<file path="src/rtl/pipe_pkg.sv">
// Shared definitions for the pipeline skid-buffer stage: state encoding and
// occupancy width.
package pipe_pkg;

    localparam int unsigned COUNT_W = 2;

    typedef enum logic [COUNT_W-1:0] {
        ST_EMPTY = 2'd0,
        ST_BUSY  = 2'd1,
        ST_FULL  = 2'd2
    } state_t;

endpackage

</file>
<file path="src/rtl/pipe_skid_buffer.sv">
// Two-entry valid/ready skid buffer. s_ready, m_valid and m_data are all
// driven from flops, so no combinational path crosses the stage.
module pipe_skid_buffer
    import pipe_pkg::*;
#(
    parameter int unsigned WIDTH = 4
) (
    input  logic               clk,
    input  logic               rst,
    input  logic               flush,
    input  logic               s_valid,
    output logic               s_ready,
    input  logic [WIDTH-1:0]   s_data,
    output logic               m_valid,
    input  logic               m_ready,
    output logic [WIDTH-1:0]   m_data,
    output logic [COUNT_W-1:0] count
);

    state_t           state;
    state_t           nxt;
    logic [WIDTH-1:0] skid;
    logic             accept;
    logic             pop;
    logic             load_main;
    logic             load_skid;
    logic             main_from_skid;

    assign accept = s_valid & s_ready;
    assign pop    = m_valid & m_ready;
    assign count  = state;

    always_comb begin
        nxt            = state;
        load_main      = 1'b0;
        load_skid      = 1'b0;
        main_from_skid = 1'b0;
        case (state)
            ST_EMPTY: begin
                if (accept) begin
                    nxt       = ST_BUSY;
                    load_main = 1'b1;
                end
            end
            ST_BUSY: begin
                if (accept && !pop) begin
                    nxt       = ST_FULL;
                    load_skid = 1'b1;
                end else if (accept && pop) begin
                    load_main = 1'b1;
                end else if (pop) begin
                    nxt = ST_EMPTY;
                end
            end
            ST_FULL: begin
                if (pop) begin
                    nxt            = ST_BUSY;
                    main_from_skid = 1'b1;
                end
            end
            default: nxt = ST_EMPTY;
        endcase
        // Flush voids any handshake in this cycle; data registers keep stale values.
        if (flush) begin
            nxt            = ST_EMPTY;
            load_main      = 1'b0;
            load_skid      = 1'b0;
            main_from_skid = 1'b0;
        end
    end

    always_ff @(posedge clk) begin
        if (rst) begin
            state   <= ST_EMPTY;
            s_ready <= 1'b0;
            m_valid <= 1'b0;
            m_data  <= '0;
            skid    <= '0;
        end else begin
            state   <= nxt;
            s_ready <= (nxt != ST_FULL);
            m_valid <= (nxt != ST_EMPTY);
            if (load_main)
                m_data <= s_data;
            else if (main_from_skid)
                m_data <= skid;
            if (load_skid)
                skid <= s_data;
        end
    end

endmodule

</file>
<file path="config.mk">
export PLATFORM = sky130hd
export DESIGN_NAME = pipe_skid_buffer
export DESIGN_NICKNAME = d
export VERILOG_FILES = /design/src/rtl/pipe_pkg.sv /design/src/rtl/pipe_skid_buffer.sv
export SDC_FILE = /design/constraint.sdc
export NUM_CORES = 1
export LEC_CHECK = 0
export CAP_MARGIN = 30
export CORE_UTILIZATION = 44
export DETAILED_ROUTE_END_ITERATION = 8
export GPL_ROUTABILITY_DRIVEN = 0
export PLACE_DENSITY = 0.75
export SLEW_MARGIN = 30
export SYNTH_ARGS = -nofsm -noshare
export SYNTH_HDL_FRONTEND = slang
export SYNTH_SLANG_ARGS = --single-unit
</file>
<file path="constraint.sdc">
create_clock -name clk -period 1.5 [get_ports clk]
set_input_delay 0.3 -clock clk [delete_from_list [all_inputs] [get_ports clk]]
set_output_delay 0.3 -clock clk [all_outputs]
set_load 0.01 [all_outputs]
</file>
==> results.json, run 1 <==
{
  "p_total_uw": 627.6,
  "cts_sinks": 12,
  "chipHeight_um": 38.33,
  "routed-wl-met2_um": 575,
  "peakVddDrop_mv": 0.6506,
  "grt_pass1_wl_mm": 2.256,
  "n_fill_cell": 101,
  "syn-num-nets": 74,
  "netlist.area_leader.share_pct": 41.38,
  "ctsLongestPathBuffers": 2,
  "rsz0062_at_grt": "false",
  "synthDistinctLibCells": 25,
  "vias": 600,
  "combPwrFrac_pct": 15.6,
  "timing.hold.ws_ps": 489.2,
  "path_cells": "clkdlybuf4s50_1",
  "cpPeakStageDelay_ps": 530,
  "met1_length_um": 667,
  "syn_area_um2": 580.6,
  "arrival_ps": 1130,
  "ios": 17,
  "core_um2": 1171,
  "start_kind": "flip-flop",
  "cts_root_buffer": "clkbuf_4",
  "finalMaxSlewViolations": 0,
  "async_flop_share_pct": 0,
  "netlist_instances": 65,
  "whs_path_depth": 2,
  "grt_pass1_vias": 504,
  "internal-power_uw": 478.9,
  "io_buffers": 16,
  "slowest_stage": "clkdlybuf4s50_1",
  "synthTopCellsByArea": "dfxtp_1 41%, o21ai_0 7.8%, nand3b_1 6.5%",
  "worst-r2r-setup-slack_ps": 340,
  "start_util_pct": 49.57,
  "timing.rr.end": "skid[3]$_SDFFE_PP0P_",
  "dieArea_um2": 1469,
  "ant_nets": 0,
  "synth.most_common_cell": "dfxtp_1",
  "track_usage_pct": 23.05,
  "hp-class": "reg2reg",
  "post_cts_buffers": 0,
  "cts_inserted_buffers": 3,
  "seq_area_frac_synth_pct": 41.38,
  "switchingPower_uw": 148.8,
  "routed.top_layer": "met4",
  "clkTransAtPathRegs_ps": 70,
  "antenna_found_initial": 0,
  "crit_start": "m_data[1]$_SDFFE_PP0P_",
  "hold_start": "skid[1]$_SDFFE_PP0P_",
  "path_delay_family": "buffers and inverters",
  "r2r_cells": 3,
  "relSlewSlack_pct": 81.55,
  "drive_above_1_share_pct": 21.84,
  "cp_max_fo": 2,
  "synth_top_flop_cell": "dfxtp_1",
  "crit_type": "reg2out",
  "routed_wl_mm": 1.340,
  "synthTopCellsByCount": "12 x dfxtp_1, 9 x o21ai_0, 7 x a21oi_1, 5 x nand3b_1",
  "rows": 12,
  "max_freq_ghz": 0.6994,
  "fin_crit_sh_pct": 95.32,
  "drc": 0,
  "worstSetupEndpointType": "output pin",
  "grt_max_degree": 11,
  "p_leak_nw": 0.3084,
  "drt_iter0_drc": 9,
  "area_growth_pct": 40.73,
  "vias_per_cell": 5.941,
  "synth.avg_cell_area_um2": 8.932,
  "hold_viol_final": 0,
  "seq_area_um2": 245.2,
  "multi_input_area_um2": 327.8,
  "dp_hpwl_mm": 1.021,
  "maxCapViolations": 0,
  "overflow": 0,
  "fin_nets": 98,
  "tightest_slew_ps": 275.2,
  "die_x_um": 38.33,
  "timing.rr.start": "count[1]$_SDFF_PP0_",
  "cts_tree": "built",
  "drtPass1Iterations": 4,
  "yosys.area.top_type": "dfxtp_1",
  "period_minus_slack_ps": 1430,
  "power_per_cell_area_nw_per_um2": 768.2,
  "clk_latency_ps": 270,
  "crit_buf_inv": 1,
  "netSwitchingFraction_pct": 23.70,
  "synth_edf_count": 0,
  "status": "finished clean",
  "whs_endpoint": "skid[1]$_SDFFE_PP0P_",
  "wl_per_cell_um": 13.27,
  "diodes": 0,
  "pwr-share-clk_pct": 30.5,
  "wl_met3_um": 83,
  "yosys_register_bits": 12,
  "setup_violations": 0,
  "cp_data_required_time_ps": 1200,
  "seqPwrFrac_pct": 53.9,
  "yosys_warnings": 0,
  "clock_skew_ps": 5.582,
  "htreeDepth": 1
}
[placed cells by master (no fill, tap or decap)]
master / Yosys / layout
clkdlybuf4s50_1: 0 / 12
o21ai_0: 9 / 9
dfxtp_1: 12 / 8
a21oi_1: 7 / 7
buf_4: 0 / 6
nand3b_1: 5 / 5
nor3_1: 4 / 4
a311oi_1: 4 / 4
nand3_1: 4 / 4
dfxtp_2: 0 / 4
clkbuf_4: 0 / 3
dlygate4sd2_1: 0 / 3
nand4b_1: 2 / 2
nand2_1: 2 / 2
a21bo_2: 1 / 1
and4bb_2: 1 / 1
nand2_2: 1 / 1
and4b_2: 1 / 1
a21boi_2: 1 / 1
nand4bb_1: 1 / 1
nor2_1: 1 / 1
nand4_1: 1 / 1
and4_1: 1 / 1
and2b_2: 1 / 1
nand2b_1: 1 / 1
o21a_1: 1 / 1
and3_1: 1 / 1
dlymetal6s2s_1: 0 / 1
[worst max-delay path by stage]
stage | end | slack, ps | depth (start not counted)
final | m_data[1] | 70 | 1
after global routing | m_data[1] | 6 | 1
after CTS | s_ready | 8 | 1
after detailed placement | m_data[0]$_SDFFE_PP0P_ | -80 | 4
after global placement | skid[3]$_SDFFE_PP0P_ | -60 | 4
after floorplan | m_data[0]$_SDFFE_PP0P_ | 370 | 3
[layer usage]
layer	up-vias	GRT usage, %
li1	301	-
met1	280	31.79
met2	17	30.93
met3	2	10.47
met4	0	8.036
met5	-	0
[power by group through the flow]
stage / clock network (mW) / registers, mW / logic (mW)
2_1_floorplan: 0 / 0.347 / 0.0350
4_1_cts: 0.201 / 0.338 / 0.0981
6_report: 0.192 / 0.338 / 0.0980
3_3_place_gp: 0 / 0.344 / 0.0984
5_1_grt: 0.213 / 0.340 / 0.107
3_5_place_dp: 0 / 0.344 / 0.0992
[metrics by stage]
stage,util (%),area (um^2),cells,worst slack [ps],TNS [ps]
3_3_place_gp,67.52,790.8,98,-61.67,-390.5
3_5_place_dp,67.52,790.8,98,-80.24,-546.7
5_1_grt,69.77,817.0,101,6.356,0
2_1_floorplan,-,580.6,65,366.3,0
4_1_cts,69.55,814.5,101,7.598,0
6_report,69.77,817.0,101,70.23,0
[sequential cells by signal, summed over array words and instances, names as in the netlist]
| name | flops |
|---|---|
| s_ready | 1 |
| m_valid | 1 |
| skid | 4 |
| m_data | 4 |
| count | 2 |
[layout make-up]
class	instances	area share [%]
repair buffers	22	24.96
clock buffers	3	2.757
well taps	14	2.144
flip-flops and latches	12	30.02
multi-input cells	50	40.12
[repair_timing]
| item | in CTS | in global routing |
|---|---|---|
| setup endpoints to repair | 4 | 1 |
| gates resized for setup | 7 | 1 |
| hold buffers | 0 | 0 |
[kinds of logic (layout without fill, tap and decap cells)]
logic type / count (synthesis) / after routing / synth area share, %
buffers and inverters: 3 / 25 / 2.153
AND/OR/NAND/NOR: 27 / 27 / 31.69
AO/OA/AOI/OAI: 23 / 23 / 24.78
flip-flops: 12 / 12 / 41.38
Note: power is estimated with default switching activity, not from simulation.
==> run 2, diff against run 1 <==
--- a/config.mk
+++ b/config.mk
@@ -6,6 +6,7 @@
 export NUM_CORES = 1
 export LEC_CHECK = 0
 export CAP_MARGIN = 30
+export CORE_MARGIN = 1
 export CORE_UTILIZATION = 44
 export DETAILED_ROUTE_END_ITERATION = 8
 export GPL_ROUTABILITY_DRIVEN = 0
==> results of run 2 <==
Final layout, timing and power as in run 1 (identical DEF).
